File: config.mk
export PLATFORM = sky130hd
export DESIGN_NAME = lifo_drain_streamer
export DESIGN_NICKNAME = d
export VERILOG_FILES = /design/src/rtl/lifo_drain_streamer.sv
export SDC_FILE = /design/constraint.sdc
export NUM_CORES = 1
export LEC_CHECK = 0
export ABC_AREA = 0
export ABC_CLOCK_PERIOD_IN_PS = 3950
export CORE_MARGIN = 2
export CORE_UTILIZATION = 51
export CTS_CLUSTER_SIZE = 25
export DETAILED_ROUTE_END_ITERATION = 6
export PLACE_DENSITY = 0.84
export SYNTH_ARGS = -nofsm -noshare
export SYNTH_HDL_FRONTEND = slang
export SYNTH_SLANG_ARGS = --single-unit
File: constraint.sdc
create_clock -name clk -period 3.95 [get_ports clk]
set_input_delay 0.395 -clock clk [delete_from_list [all_inputs] [get_ports clk]]
set_output_delay 0.395 -clock clk [all_outputs]
set_load 0.1 [all_outputs]
File: src/rtl/lifo_drain_streamer.sv
// Pops bytes from an 8-bit LIFO (counted or drain-until-empty) and streams them
// out over a valid/ready interface, closing each command with a done pulse.
module lifo_drain_streamer #(
    parameter int unsigned DW = 8,
    parameter int unsigned CW = 8
) (
    input  logic          clk,
    input  logic          rst_,
    input  logic          cmd_valid,
    input  logic [CW-1:0] cmd_len,
    output logic          cmd_ready,
    output logic          lifo_ren,
    input  logic [DW-1:0] lifo_dout,
    input  logic          lifo_empty,
    output logic          m_valid,
    input  logic          m_ready,
    output logic [DW-1:0] m_data,
    output logic          m_last,
    output logic          done,
    output logic          short,
    output logic [CW-1:0] pop_cnt
);

    typedef enum logic [2:0] {
        S_IDLE,
        S_CHECK,
        S_POP,
        S_WAIT,
        S_EMIT,
        S_FIN
    } state_t;

    state_t        state_q, state_d;
    logic [CW-1:0] len_q, len_d;
    logic [CW-1:0] pop_cnt_q, pop_cnt_d;
    logic [DW-1:0] m_data_q, m_data_d;
    logic          m_last_q, m_last_d;
    logic          short_q, short_d;

    always_ff @(posedge clk) begin
        if (rst_) begin
            state_q   <= S_IDLE;
            len_q     <= '0;
            pop_cnt_q <= '0;
            m_data_q  <= '0;
            m_last_q  <= 1'b0;
            short_q   <= 1'b0;
        end else begin
            state_q   <= state_d;
            len_q     <= len_d;
            pop_cnt_q <= pop_cnt_d;
            m_data_q  <= m_data_d;
            m_last_q  <= m_last_d;
            short_q   <= short_d;
        end
    end

    // Next-state and datapath updates; lifo_empty is only looked at in CHECK,
    // where the pop-to-check spacing guarantees a settled flag.
    always_comb begin
        state_d   = state_q;
        len_d     = len_q;
        pop_cnt_d = pop_cnt_q;
        m_data_d  = m_data_q;
        m_last_d  = m_last_q;
        short_d   = short_q;
        case (state_q)
            S_IDLE: begin
                if (cmd_valid) begin
                    len_d     = cmd_len;
                    pop_cnt_d = '0;
                    short_d   = 1'b0;
                    state_d   = S_CHECK;
                end
            end
            S_CHECK: begin
                if ((len_q != '0) && (pop_cnt_q == len_q)) begin
                    short_d = 1'b0;
                    state_d = S_FIN;
                end else if (lifo_empty) begin
                    short_d = (len_q != '0);
                    state_d = S_FIN;
                end else begin
                    state_d = S_POP;
                end
            end
            S_POP: begin
                state_d = S_WAIT;
            end
            S_WAIT: begin
                m_data_d = lifo_dout;
                m_last_d = (len_q != '0) && ((pop_cnt_q + CW'(1)) == len_q);
                state_d  = S_EMIT;
            end
            S_EMIT: begin
                if (m_ready) begin
                    pop_cnt_d = pop_cnt_q + CW'(1);
                    state_d   = S_CHECK;
                end
            end
            S_FIN: begin
                state_d = S_IDLE;
            end
            default: begin
                state_d = S_IDLE;
            end
        endcase
    end

    // Handshake outputs decode the state register only.
    assign cmd_ready = (state_q == S_IDLE);
    assign lifo_ren  = (state_q == S_POP);
    assign m_valid   = (state_q == S_EMIT);
    assign done      = (state_q == S_FIN);
    assign m_data    = m_data_q;
    assign m_last    = m_last_q;
    assign short     = short_q;
    assign pop_cnt   = pop_cnt_q;

endmodule

# Word-level counts from Yosys, hierarchy flattened
# Cells that the tools add are included.
# classes
order_cmp	0
mul	0
n_reduce_logical	10
bitwise	0
mux	12
n_shift	0
add_sub_neg	1
div_mod_pow	0
n_eq_ne	10
# op_table
op	count
$eq 8x8->1	2
$mux 8	2
$pmux 8 s2	1
$pmux 3 s5	1
$mux 3	4
$add 8x1->8 const B	1
$reduce_bool 8->1	1
$eq 3x2->1 const B	2
$eq 3x3->1 const B	2
$reduce_and 3->1	2
$reduce_and 2->1	2
$reduce_bool 2->1	2
$eq 3x1->1 const B	1
$logic_not 3->1	1
$mux 1	3
$ne 3x3->1 const B	1
$logic_and 1x1->1	2
$ne 2x1->1 const B	1
$ne 2x2->1 const B	1
$pmux 1 s2	1
# word_totals
rom_bits	0
input_bits	21
latchBits	0
mem_count	0
output_inout_bits	22
wordCells	39
ramBits	0
reg_bits	29

# Depth between registers and ports, before layout
# Gate-level depths: netlist (run 1).
# depth
ltp_word	4
mapped_depth	6
ltp_nobuf	6

# Worst setup path after synthesis (run 1)
# Ideal clock, no wire load.
# synth_timing
path_kind	reg-to-reg
startpoint	register state_q[2]
endpoint	register short_q, in the netlist short
path_slack_ps	540
path_buffers	2
setup_time_ps	132
stages_incl_launch_ff	7
arrival_time_ps	3278
period_less_slack_ps	3410
required_time_ps	3818
cell_sequence	dfxtp_1 > buf_2 > nor3_1 > nand2_1 > clkbuf_1 > a32oi_1 > nor3_1
# synth_via
elab_chain_len	3
elab_cells_between_ends	7
cone_classes	eq/ne: 3; mux: 1; reduce/logical: 3
# synth_rtl
item	line	text
start: declaration	33	state_t state_q, state_d;
start signal: assignment	49	state_q <= state_d;
$logic_not 3->1 *	--	
net cmd_ready	11	output logic cmd_ready,
$ne 2x2->1 (no source line) or $reduce_bool 2->1 (tied branches)	--	
$reduce_and 3->1 (no source line)	--	
end signal: assignment	54	short_q <= short_d;
end: declaration	38	logic short_q, short_d;
# The timed path passes the listed nets; every way through them passes the cells marked *.
# A chain may end at the register's enable or synchronous reset.

# Final worst setup path (run 1)
# layout_timing
startpoint	register state_q[1]
endpoint	output lifo_ren
# layout_via
elab_chain_len	1
# layout_rtl
item	line	text
$eq 3x2->1	112	assign lifo_ren = (state_q == S_POP);
end: declaration	12	output logic lifo_ren,
# No other way between the ends.

==> results.md, run 1 <==
- Final Cycle Share: 0.692
- CTS tree: built
- Post-Place Worst Slack: between 1500 and 2000 ps
- Final antenna-violating net count: 0
- Worst setup SP type: flop
- Vias in the first global route: about 1200
- Cts bufs inserted: 5
- Final #Nets: 251
- Dominant cells by area after synthesis: dfxtp_1 37%, nand2_1 9.9%, a21oi_1 7.4%, xor2_1 4.0%, nor2_1 3.6%
- Critical path, cell by cell: nor3b_1 > clkdlybuf4s50_1
- CTS Sinks: 29
- Worst-path maximum fanout: 9
- DR vias: around 1400
- M3 GR Usage: 0.0459
- TNS Setup: 0 ps
- Total chip power: 0.000758 W
- Leakage power: about 0.73 nW
- Syn nets: 215
- Hold violation count in the final report: 0
- Worst relative slew slack: 0.256
- Slew Viols, Final: 0
- PwrDens: roughly 380 nW/µm²
- HP Class: flop to flop
- Mapped cell area: around 1600 µm²
- Area growth, synth to finish: 29.0%
- Worst path max stage delay: between 1000 and 1500 ps
- P_int: just under 0.0005 W
- Die span in x: slightly below 60 µm
- RSZ-0062 raised after global routing: false
- Die Footprint: between 3000 and 4000 µm²
- Layout fillers: 273
- Post-Synthesis Cells: about 190
- Max-Cap Viols: 0
- # hold bufs at CTS: 0
- GRT Util Overall: 0.208
- CP Class: flop to primary output
- IO Pins: between 40 and 50
- Pin slew with the least headroom to its limit: 1110 ps
- Vias per inst: about 5.5
- Async S/R FF share, synth: 0
- Mean Syn Cell Area: about 8 µm²
- # DRC: 0
- Clock transition at path regs: roughly 90 ps
- Most frequent cells in the layout: 42 x clkdlybuf4s50_1, 41 x nand2_1, 29 x dfxtp_1
- Port Buffer Count: 42
- Cts repair resizes: 0
- Switch share: 0.366
- Row count: 20
- Maximum VDD drop: 0.233 mV
- Crit path time final: between 2000 and 3000 ps
- Global-route wire length before repair: around 5.4 mm
- Netlist cell types: just under 50
- CP delay by family, top: buffers and inverters
- CP max stage cell: clkdlybuf4s50_1
- Post-DP HPWL: 2.31 mm
- Smallest hold slack: 458 ps
- Layout Skew: ~8.1 ps
- Largest net degree at the start of global routing: 31
- Post-synth EDFFs: 0
- Final Worst Setup Slack: 1220 ps
- TritonRoute pass-1 iters: 4
- Busiest grt layer: met2
- Layout Utilization: 0.672
- Area of the core: about 3000 µm²
- Final Setup Violations: 0
- Initial Util: 0.521
- # H-tree levels: 2
- Gate power share: 0.318
- Top cell type's share of synthesized area: 0.374
- Synth Register Bits: 29
- Maximum root-to-sink buffer count: 2
- Wire per inst: around 13 µm
- Synthesis warning total: 0
- Die Y: between 50 and 60 µm
- Most used DFF post-synth: dfxtp_1
- Clk pwr share: 0.240
- WL final: roughly 3.3 mm
- Critical Path AT: around 2300 ps
- Sequential fraction of the synthesis area: 0.374
- Worst Path Required: between 3000 and 4000 ps
- First-iteration detailed-routing DRC count: 56
- Synth area leader: dfxtp_1
- Fmax achieved: between 300 and 400 MHz
- Postcts setup bufs: 0
- GR Util met1: 0.283
- Initial antenna violation count: 0
- Layout cells sized above 1: 0.0699
- Outcome: finished, final reports clean
- Clock latency on the worst-skew pair: 330 ps
- Grt ovf: 0
- CP Buf/Inv Count: 1
- Most common cell after layout, fill and taps aside: clkdlybuf4s50_1
- Root buf cell: clkbuf_4
- Final GP Congestion: a little under 0.9
- Sequential Power Share: 0.443
- Crit. End Element: primary output
- Final antenna diode count: 0
- GR Util met2: 0.306
- Net Sw Power: ~0.00028 W
==> routing by layer <==
| metal | part of all wire | vias up | routed length, µm |
|---|---|---|---|
| li1 | - | 750 | - |
| met1 | 0.48 | 642 | 1610 |
| met2 | 0.46 | 34 | 1520 |
| met3 | 0.040 | 8 | 133 |
| met4 | 0.022 | 0 | 72 |
| met5 | 0 | - | 0 |
==> worst paths after layout <==
path	from	end	slack [ps]	depth (start not counted)
setup / recovery	state_q[1]$_SDFFE_PP0P_	lifo_ren	1220	2
hold / removal	m_data[6]$_SDFFE_PP0N_	m_data[6]$_SDFFE_PP0N_	460	2
setup reg to reg	pop_cnt[0]$_SDFFE_PP0P_	m_last$_SDFFE_PP0N_	2070	6
hold reg to reg	m_data[6]$_SDFFE_PP0N_	m_data[6]$_SDFFE_PP0N_	460	2
==> cell usage after synthesis (2+ instances only) <==
master     n
dfxtp_1   29
xnor2_1    5
nand2b_1   3
nand4_1    2
a21oi_1   23
xor2_1     7
nand3b_1   2
nor4_1     2
a211oi_1   2
nor3_1     7
buf_4      2
a31oi_1    3
buf_2      6
clkbuf_1   5
nand2_1   41
and2_1     2
nor2_1    15
o21ai_1    3
nand3_1    4
==> stage by stage <==
| stage | cells | cell area [µm²] |
|---|---|---|
| after floorplan | 193 | 1550 |
| after global placement | 255 | 1950 |
| after detailed placement | 255 | 1950 |
| after CTS | 262 | 2000 |
| after global routing | 262 | 2000 |
| final | 262 | 2000 |
==> cell type report <==
type | count | area, µm² | area share
sequential | 29 | 581 | 0.290
multi-input combinational | 150 | 896 | 0.448
tap | 33 | 41.3 | 0.0206
timing repair buffer | 43 | 428 | 0.214
clock buffer | 7 | 55.1 | 0.0275
==> sequential cells by signal, indices dropped and copies added, names as in the netlist <==
name,count
short,1
m_data,8
state_q,3
pop_cnt,8
m_last,1
len_q,8
==> power by group through the flow <==
stage	sequential, W	combinational [W]	clock, W
3_5_place_dp	0.000342	0.000240	0
6_report	0.000336	0.000241	0.000182
4_1_cts	0.000335	0.000242	0.000187
5_1_grt	0.000340	0.000261	0.000202
2_1_floorplan	0.000360	0.000161	0
3_3_place_gp	0.000341	0.000239	0
==> worst register-to-register path: stages (launching register included) <==
cell and delay, ps:
dfxtp_1 470, ha_1 300, nand4_2 210, a2111oi_1 410
a211oi_1 90, o32a_1 190, o21ai_1 130
==> cell families after synthesis <==
kind of cell             share of synthesized area
AND/OR/NAND/NOR                              0.311
AO/OA/AOI/OAI                                0.173
flip-flops                                   0.374
buffers and inverters                       0.0484
XOR/XNOR                                    0.0782
multiplexers                               0.00645
adder cells (fa/ha/maj)                    0.00806
No activity file was read; power rests on OpenSTA's default activity.
==> inputs of run 2 (changes only) <==
--- a/config.mk
+++ b/config.mk
@@ -6,12 +6,12 @@
 export NUM_CORES = 1
 export LEC_CHECK = 0
 export ABC_AREA = 0
-export ABC_CLOCK_PERIOD_IN_PS = 3950
+export ABC_CLOCK_PERIOD_IN_PS = 2500
 export CORE_MARGIN = 2
-export CORE_UTILIZATION = 51
+export CORE_UTILIZATION = 43
 export CTS_CLUSTER_SIZE = 25
 export DETAILED_ROUTE_END_ITERATION = 6
-export PLACE_DENSITY = 0.84
+export PLACE_DENSITY = 0.76
 export SYNTH_ARGS = -nofsm -noshare
 export SYNTH_HDL_FRONTEND = slang
 export SYNTH_SLANG_ARGS = --single-unit
==> constraint.sdc (replaced) <==
create_clock -name clk -period 2.5 [get_ports clk]
set_input_delay 0.25 -clock clk [delete_from_list [all_inputs] [get_ports clk]]
set_output_delay 0.25 -clock clk [all_outputs]
set_load 0.1 [all_outputs]
==> results.md, run 2 (synthesized netlist as in run 1, its figures left out) <==
- GRT Util Overall: 0.178 (was 0.208)
- Cts bufs inserted: 5 (unchanged)
- Crit. End Element: flop (was primary output)
- Wire per inst: 12.5 µm (was 12.7 µm)
- Layout cells sized above 1: 0.186 (was 0.0699)
- Critical path, cell by cell: ha_1 > nand4_2 > a2111oi_1 > a211oi_1 > o32a_1 > o21ai_1 (was nor3b_1 > clkdlybuf4s50_1)
- Clock transition at path regs: 100 ps (was 90 ps)
- Post-Place Worst Slack: 646 ps (was 1590 ps)
- RSZ-0062 raised after global routing: false (unchanged)
- Worst Path Required: 2770 ps (was 3560 ps)
- Area of the core: 3390 µm² (was 2980 µm²)
- IO Pins: 43 (unchanged)
- First-iteration detailed-routing DRC count: 97 (was 56)
- Crit path time final: 1870 ps
- CP Class: flop to flop (was flop to primary output)
- # DRC: 0 (unchanged)
- Worst setup SP type: flop (unchanged)
- TritonRoute pass-1 iters: 4 (unchanged)
- Post-DP HPWL: 2.54 mm (was 2.31 mm)
- CP delay by family, top: compound AO/OA/AOI/OAI gates (was buffers and inverters)
- Fmax achieved: 534 MHz
- Maximum root-to-sink buffer count: 2 (unchanged)
- Row count: 21 (was 20)
- DR vias: 1434 (unchanged)
- Die Y: 64.1 µm (was 59.2 µm)
- CTS tree: built (unchanged)
- Initial antenna violation count: 0 (unchanged)
- Initial Util: 0.458 (was 0.521)
- Global-route wire length before repair: 5.71 mm (was 5.38 mm)
- Most frequent cells in the layout: 41 x nand2_1, 29 x dfxtp_1, 24 x buf_4 (was 42 x clkdlybuf4s50_1, 41 x nand2_1, 29 x dfxtp_1)
- Layout fillers: 325 (was 273)
- Final antenna-violating net count: 0 (unchanged)
- Final Worst Setup Slack: 626 ps (was 1220 ps)
- WL final: 3.47 mm (was 3.33 mm)
- Slew Viols, Final: 0 (unchanged)
- Grt ovf: 0 (unchanged)
- Final Cycle Share: 0.750
- Die Footprint: 4100 µm² (was 3500 µm²)
- CP max stage cell: dfxtp_1 (was clkdlybuf4s50_1)
- Root buf cell: clkbuf_4 (unchanged)
- Max-Cap Viols: 0 (unchanged)
- Most common cell after layout, fill and taps aside: nand2_1 (was clkdlybuf4s50_1)
- Area growth, synth to finish: 27.6% (was 29.0%)
- Critical Path AT: 2140 ps (was 2340 ps)
- Layout Skew: 7.58 ps (was 8.12 ps)
- CP Buf/Inv Count: 0 (was 1)
- Final Setup Violations: 0 (unchanged)
- Smallest hold slack: 448 ps (was 458 ps)
- Vias per inst: 5.18 (was 5.47)
- Storage element area: 581 µm² (unchanged)
- Port Buffer Count: 42 (unchanged)
- Pin slew with the least headroom to its limit: 555 ps (was 1110 ps)
- CTS Sinks: 29 (unchanged)
- Final antenna diode count: 0 (unchanged)
- TNS Setup: 0 ps (unchanged)
- # hold bufs at CTS: 0 (unchanged)
- Leakage power: 0.781 nW (was 0.729 nW)
- Clock latency on the worst-skew pair: 330 ps (about the same)
- HP Class: input port to flop (was flop to flop)
- Outcome: finished, final reports clean (unchanged)
- Largest net degree at the start of global routing: 19 (was 31)
- Worst path max stage delay: 480 ps (was 1200 ps)
- Hold violation count in the final report: 0 (unchanged)
- Worst-path maximum fanout: 7 (was 9)
- PwrDens: 601 nW/µm² (was 379 nW/µm²)
- Maximum VDD drop: 0.417 mV (was 0.233 mV)
- Vias in the first global route: 1207 (was 1151)
- Multi-input logic area: 906 µm² (was 896 µm²)
- Postcts setup bufs: 0 (unchanged)
- # H-tree levels: 2 (unchanged)
- Final #Nets: 252 (was 251)
- Die span in x: 64.1 µm (was 59.2 µm)
- Cts repair resizes: 0 (unchanged)
- Final GP Congestion: 0.892 (was 0.866)
- Worst relative slew slack: 0.629 (was 0.256)
- Layout Utilization: 0.584 (was 0.672)
## run 2: power breakdown
group          internal (W)  leakage (nW)  switching (W)
combinational      0.000134         0.515       0.000244
clock              0.000106        0.0310       0.000174
sequential         0.000490         0.235      0.0000424
total              0.000730         0.781       0.000460
## run 2: area by class of cell
type	count	share of cell area
Clock buffer	5	0.0190
Clock inverter	3	0.00885
Multi-Input combinational cell	150	0.458
Sequential cell	29	0.293
Tap cell	46	0.0291
Timing Repair Buffer	44	0.192
## run 2: stage by stage
step                instances  power (W)  instance area [µm²]
detailed placement        269   0.000922                 1920
floorplan                 193   0.000827                 1560
global route              277    0.00126                 1980
finish                    277    0.00119                 1980
CTS                       277    0.00120                 1980
global placement          269   0.000920                 1920
## run 2: tightest hold or removal path: cells and delay by family
kind,cells,cell delay (ps)
buffers and inverters,1,390
AO/OA/AOI/OAI,1,50
AND/OR/NAND/NOR,1,50
## run 2: routing by layer
metal,up-vias,global-route usage,routed length (µm)
li1,756,-,-
met1,640,0.248,1670
met2,36,0.264,1630
met3,2,0.0387,166
met4,0,0.0734,12
met5,-,0,0
## run 2: path summary, 6_finish.rpt
check,from,end,slack (ps),cells after the start
max,pop_cnt[0]$_SDFFE_PP0P_,m_last$_SDFFE_PP0N_,630,6
min reg2reg,m_data[7]$_SDFFE_PP0N_,m_data[7]$_SDFFE_PP0N_,460,2
max reg2reg,pop_cnt[0]$_SDFFE_PP0P_,m_last$_SDFFE_PP0N_,630,6
min,lifo_dout[2],m_data[2]$_SDFFE_PP0N_,450,3
==> inputs of run 3 (changes only) <==
--- a/config.mk
+++ b/config.mk
@@ -6,12 +6,12 @@
 export NUM_CORES = 1
 export LEC_CHECK = 0
 export ABC_AREA = 0
-export ABC_CLOCK_PERIOD_IN_PS = 2500
+export ABC_CLOCK_PERIOD_IN_PS = 1800
 export CORE_MARGIN = 2
-export CORE_UTILIZATION = 43
+export CORE_UTILIZATION = 47
 export CTS_CLUSTER_SIZE = 25
 export DETAILED_ROUTE_END_ITERATION = 6
-export PLACE_DENSITY = 0.76
+export PLACE_DENSITY = 0.79
 export SYNTH_ARGS = -nofsm -noshare
 export SYNTH_HDL_FRONTEND = slang
 export SYNTH_SLANG_ARGS = --single-unit
==> constraint.sdc (replaced) <==
create_clock -name clk -period 1.8 [get_ports clk]
set_input_delay 0.18 -clock clk [delete_from_list [all_inputs] [get_ports clk]]
set_output_delay 0.18 -clock clk [all_outputs]
set_load 0.1 [all_outputs]
==> results.md, run 3 (synthesized netlist as in run 1, its figures left out) <==
- Outcome: finished, final reports clean (unchanged)
- Maximum VDD drop: 0.401 mV (was 0.417 mV)
- Row count: 20 (was 21)
- Fmax achieved: 597 MHz (was 534 MHz)
- Die span in x: 61.5 µm (was 64.1 µm)
- Die Y: 61.5 µm (was 64.1 µm)
- Sequential Power Share: 0.420 (was 0.447)
- Maximum root-to-sink buffer count: 2 (unchanged)
- Final antenna diode count: 0 (unchanged)
- CP delay by family, top: compound AO/OA/AOI/OAI gates (unchanged)
- Worst path max stage delay: 400 ps (was 480 ps)
- Area of the core: 3100 µm² (was 3390 µm²)
- Critical Path AT: 1940 ps (was 2140 ps)
- Cts repair resizes: 0 (unchanged)
- PwrDens: 832 nW/µm² (was 601 nW/µm²)
- Post-DP HPWL: 2.75 mm (was 2.54 mm)
- Vias in the first global route: 1286 (was 1207)
- Global-route wire length before repair: 5.85 mm (was 5.71 mm)
- Total chip power: 0.00175 W (was 0.00119 W)
- First-iteration detailed-routing DRC count: 68 (was 97)
- P_int: 0.00110 W (was 0.000730 W)
- Final #Nets: 256 (was 252)
- CP max stage cell: dfxtp_4 (was dfxtp_1)
- Vias per inst: 5.40 (was 5.18)
- Startpoint of the worst hold path: lifo_dout[4] (was lifo_dout[2])
- Slew Viols, Final: 0 (unchanged)
- Net Sw Power: 0.000649 W (was 0.000460 W)
- Layout cells sized above 1: 0.234 (was 0.186)
- Gate power share: 0.341 (was 0.318)
- Post-Place Worst Slack: 133 ps (was 646 ps)
- Initial antenna violation count: 0 (unchanged)
- Wire per inst: 13.6 µm (was 12.5 µm)
- # DRC: 0 (unchanged)
- Layout Skew: 16.7 ps (was 7.58 ps)
- GRT Util Overall: 0.216 (was 0.178)
- Final Cycle Share: 0.930 (was 0.750)
- Switch share: 0.371 (was 0.387)
- Leakage power: 0.819 nW (was 0.781 nW)
- # H-tree levels: 2 (unchanged)
- Crit path time final: 1670 ps (was 1870 ps)
- Final Worst Setup Slack: 126 ps (was 626 ps)
- Worst r2r dst: m_last$_SDFFE_PP0N_ (unchanged)
- WL final: 3.79 mm (was 3.47 mm)
- Crit. End Element: flop (unchanged)
- IO Pins: 43 (unchanged)
- FF-to-FF path depth: 6 (unchanged)
- Clk pwr share: 0.239 (was 0.235)
- Most common cell after layout, fill and taps aside: nand2_1 (unchanged)
- CP Class: flop to flop (unchanged)
- Area growth, synth to finish: 35.7% (was 27.6%)
- Clock latency on the worst-skew pair: 330 ps (about the same)
- Pin slew with the least headroom to its limit: 493 ps (was 555 ps)
- Hold path depth: 3 (unchanged)
- Final GP Congestion: 0.890 (was 0.892)
- Port Buffer Count: 42 (unchanged)
- CTS Sinks: 29 (unchanged)
- Worst-path maximum fanout: 7 (unchanged)
- Hold violation count in the final report: 0 (unchanged)
- Max-Cap Viols: 0 (unchanged)
- Grt ovf: 0 (unchanged)
- Initial Util: 0.500 (was 0.458)
- Cts bufs inserted: 5 (unchanged)
- CP Buf/Inv Count: 0 (unchanged)
- Worst reg2reg path startpoint: pop_cnt[0]$_SDFFE_PP0P_ (unchanged)
- Final Setup Violations: 0 (unchanged)
- DR vias: 1507 (was 1434)
- Layout Utilization: 0.679 (was 0.584)
- Final antenna-violating net count: 0 (unchanged)
- CTS tree: built (unchanged)
- R2R setup slack: 130 ps (was 630 ps)
- Critical path, cell by cell: ha_2 > nand4_2 > a2111oi_2 > a211oi_1 > o32a_1 > o21ai_1 (was ha_1 > nand4_2 > a2111oi_1 > a211oi_1 > o32a_1 > o21ai_1)
- Worst relative slew slack: 0.670 (was 0.629)
- Worst Path Required: 2070 ps (was 2770 ps)
- HP Class: input port to flop (unchanged)
- Clock transition at path regs: 100 ps (about the same)
- Hold endpoint: m_data[4]$_SDFFE_PP0N_ (was m_data[2]$_SDFFE_PP0N_)
- Die Footprint: 3780 µm² (was 4100 µm²)
- # hold bufs at CTS: 0 (unchanged)
- Worst setup SP type: flop (unchanged)
- Most frequent cells in the layout: 41 x nand2_1, 24 x buf_4, 23 x a21oi_1 (was 41 x nand2_1, 29 x dfxtp_1, 24 x buf_4)
- Largest net degree at the start of global routing: 30 (was 19)
- Postcts setup bufs: 0 (unchanged)
- Root buf cell: clkbuf_4 (unchanged)
- TritonRoute pass-1 iters: 4 (unchanged)
[run 3: cell type report]
type	instances	area [µm²]
timing repair buffer	48	460
tap	44	55.1
fill	276	997
clock buffer	8	58.8
multi-input combinational	150	926
sequential	29	606
[run 3: per-stage QoR]
| step | hold WS, ps | setup TNS, ps | area [µm²] | cells |
|---|---|---|---|---|
| after CTS | 382 | 0 | 2100 | 279 |
| after global placement | 444 | 0 | 2040 | 271 |
| after detailed placement | 450 | 0 | 2040 | 271 |
| after global routing | 377 | -8.83 | 2110 | 279 |
| final | 396 | 0 | 2110 | 279 |
| after floorplan | 316 | -705 | 1630 | 193 |
[run 3: how the worst max path moves through the flow]
stage	cells after the start	slack, ps	to	startpoint
detailed placement	6	130	m_last$_SDFFE_PP0N_	pop_cnt[0]$_SDFFE_PP0P_
CTS	6	110	m_last$_SDFFE_PP0N_	pop_cnt[0]$_SDFFE_PP0P_
floorplan	6	-140	short$_SDFFE_PP0P_	state_q[1]$_SDFFE_PP0P_
global route	6	-9	m_last$_SDFFE_PP0N_	pop_cnt[0]$_SDFFE_PP0P_
finish	6	130	m_last$_SDFFE_PP0N_	pop_cnt[0]$_SDFFE_PP0P_
global placement	6	200	m_last$_SDFFE_PP0N_	pop_cnt[0]$_SDFFE_PP0P_
[run 3: layer usage]
layer | wire (µm) | GRT usage | vias up
li1 | - | - | 759
met1 | 1630 | 0.289 | 688
met2 | 1810 | 0.331 | 58
met3 | 315 | 0.0651 | 2
met4 | 33 | 0.0760 | 0
met5 | 0 | 0 | -
[run 3: power groups by stage]
| stage | registers (W) | clock network (W) | logic (W) |
|---|---|---|---|
| floorplan | 0.000785 | 0 | 0.000388 |
| global placement | 0.000745 | 0 | 0.000587 |
| detailed placement | 0.000749 | 0 | 0.000595 |
| CTS | 0.000734 | 0.000431 | 0.000598 |
| global route | 0.000743 | 0.000455 | 0.000636 |
| finish | 0.000735 | 0.000418 | 0.000597 |
[run 3: tightest hold or removal path, cell delays in order]
cell and delay [ps]:
clkdlybuf4s50_1 390, nand2_1 50, a21oi_1 50
==> edit, RTL diff (flow settings as in run 2) <==
The parameter `CW` goes from 8 to 9.
--- a/src/rtl/lifo_drain_streamer.sv
+++ b/src/rtl/lifo_drain_streamer.sv
@@ -3,5 +3,5 @@
 module lifo_drain_streamer #(
     parameter int unsigned DW = 8,
-    parameter int unsigned CW = 8
+    parameter int unsigned CW = 9
 ) (
     input  logic          clk,
Ports: changed (resized cmd_len and pop_cnt); port bits go from 43 to 45. No check against the original RTL was run, so the function may have changed too.
==> edit against run 2 <==
- routed wire length rose by 14%
- synthesized cell count rose by 8.8%
- area after synthesis rose by 6.7%
- sequential cell count rose by 2
- power rose by 28%
- clock skew fell by 0.0025 ns
- utilization rose by 1.2 points
- final area rose by 11%
- worst setup slack got worse by 0.034 ns
==> edit: results (changes against run 2) <==
| Metric | Value |
|---|---|
| Mapped Cells | `210 (+8.8%)` |
| DPL Wire Length | `2892 um (+14%)` |
| Final GP Congestion | `0.9133 (+2.4%)` |
| Total CTS buffers | `5 (unchanged)` |
| Yosys warning count | `0 (unchanged)` |
| Clock Latency Late Sink | `0.28 ns (-0.05 ns)` |
| Slew @ Worst Pin | `0.5810 ns (+0.02612 ns)` |
| CTS resizes | `0 (unchanged)` |
| Final Cell Area | `0.002200 mm^2 (+11%)` |
| Total GRT Usage | `0.1953 (+0.01730)` |
| Post-synth top cells | `nand2_1 (37), dfxtp_1 (31), a21oi_1 (28)` |
| CTS clk-pin slew, worst paths | `0.07 ns (-0.03 ns)` |
| Dpl cell area | `0.002082 mm^2 (+8.2%)` |
| Pre-antenna DRT Iters | `4 (unchanged)` |
| Initial antenna violation count | `0 (unchanged)` |
| Final ANT Viol Nets | `0 (unchanged)` |
| HP Class | `register to register` |
| # diodes | `0 (unchanged)` |
| Pleak | `0.0008172 uW (+4.6%)` |
| Final #Nets | `276 (+9.5%)` |
| Top cell type's share of synthesized area | `0.3749 (+0.0007120)` |
| Clock tree buffer depth | `2 (unchanged)` |
| Crit path DAT | `2.08 ns (-0.06 ns)` |
| IO Port Bufs | `44 (+4.8%)` |
| WL final | `3940 um (+14%)` |
| Skew final | `0.005081 ns (-0.002501 ns)` |
| Vias/cell | `5.318 (+2.7%)` |
| Worst-path maximum fanout | `11 (+4)` |
| Seq/Total Area, Yosys | `0.3749 (+0.0007120)` |
| Layout cells sized above 1 | `0.1732 (-0.01292)` |
| Status | `completed` |
| H-tree lvl count | `2 (unchanged)` |
| Pin count of the biggest net entering global routing | `18 (-1)` |
| Via count of the first global-routing pass | `1420 (+18%)` |
| Placed Cells incl. Taps | `294 (+9.3%)` |
| Clk root buf | `clkbuf_8` |
| Cell types with the largest area share after synthesis | `dfxtp_1 (37%), a21oi_1 (8.5%), nand2_1 (8.4%)` |
| Synth unique cells | `47 (-4.1%)` |
| VDD IR max | `0.3150 mV (-24%)` |
| Hold wc startpoint | `m_data[3]` |
| Global-route wire length before repair | `6506 um (+14%)` |
| Syn nets | `233 (+8.4%)` |
| Via count | `1606 (+12%)` |
| Async SR Flop Fraction | `0 (unchanged)` |
| NetSw | `518.1 uW (+13%)` |
| Top_reg_cell synth | `dfxtp_1` |
| DRT iter0 DRCs | `112 (+15%)` |
| Setup Fix Bufs, Post-CTS | `0 (unchanged)` |
| Crit path launch | `state_q[2]` |
[edit: cell count changes in the layout (fill, tap and decap cells not counted), moves of 3 or more]
cell,before,now
clkbuf_8,0,6
o21ai_0,1,7
a21oi_1,23,28
clkbuf_4,5,0
nand2_1,41,37
buf_4,24,27
o21ai_1,3,0
xnor2_1,5,8
xor2_1,7,4
[edit: logic make-up (layout without fill, tap and decap cells)]
kind of cell / Yosys count / in the layout / share of synthesized area
muxes: 1 / 1 / 0.006047
xor gates and xnor gates: 13 / 13 / 0.07332
AOI/OAI and AO/OA: 50 / 50 / 0.1761
adders and majority gates: 1 / 1 / 0.007557
DFF: 31 / 31 / 0.3749
and+or+nand+nor: 100 / 100 / 0.3197
buffers and inverters: 14 / 58 / 0.04233
[edit: final timing paths]
path	slack, ns	cells past startpoint	to
min	0.46	2	m_data[3]
max	0.59	5	pop_cnt[2]
min reg2reg	0.46	2	m_data[3]
max reg2reg	0.59	5	pop_cnt[2]
[edit: stage by stage]
step | setup WS [ns] | hold WS [ns] | total power (uW)
after global placement | 0.6942 | 0.4458 | 1022
after CTS | 0.6190 | 0.4577 | 1533
after global routing | 0.4431 | 0.5012 | 1591
after detailed placement | 0.6346 | 0.4483 | 1027
final | 0.5913 | 0.4560 | 1523
after floorplan | 0.1122 | 0.3860 | 917.2
[edit: area by class of cell]
class                           count  area (um^2)
Sequential cell                    31        620.6
Clock inverter                      2        35.03
Clock buffer                        6        82.58
Tap cell                           48        60.06
Inverter                            2        7.507
Multi-Input combinational cell    165        980.9
Timing Repair Buffer               48        412.9
Fill cell                         352         1489
[edit: routing by layer]
| layer | global-route usage | wire length [um] | share of wire | up-vias |
|---|---|---|---|---|
| li1 | - | - | - | 826 |
| met1 | 0.2608 | 1880 | 0.48 | 716 |
| met2 | 0.3043 | 1705 | 0.43 | 58 |
| met3 | 0.04600 | 290 | 0.074 | 6 |
| met4 | 0.07653 | 63 | 0.016 | 0 |
| met5 | 0 | 0 | 0 | - |
[edit: worst max-delay path, cell delays in order, from the launching register on]
cell and delay, ns:
dfxtp_1 0.58, nor3b_4 0.38, and2_0 0.34, nor2_1 0.17, a22oi_1 0.24, nor2_1 0.08
[edit: power by group through the flow]
| stage | registers [uW] | logic [uW] | clock network (uW) |
|---|---|---|---|
| final | 581 | 434 | 508 |
| after detailed placement | 592 | 435 | 0 |
| after global routing | 587 | 469 | 535 |
| after floorplan | 615 | 302 | 0 |
| after CTS | 581 | 436 | 516 |
| after global placement | 590 | 432 | 0 |
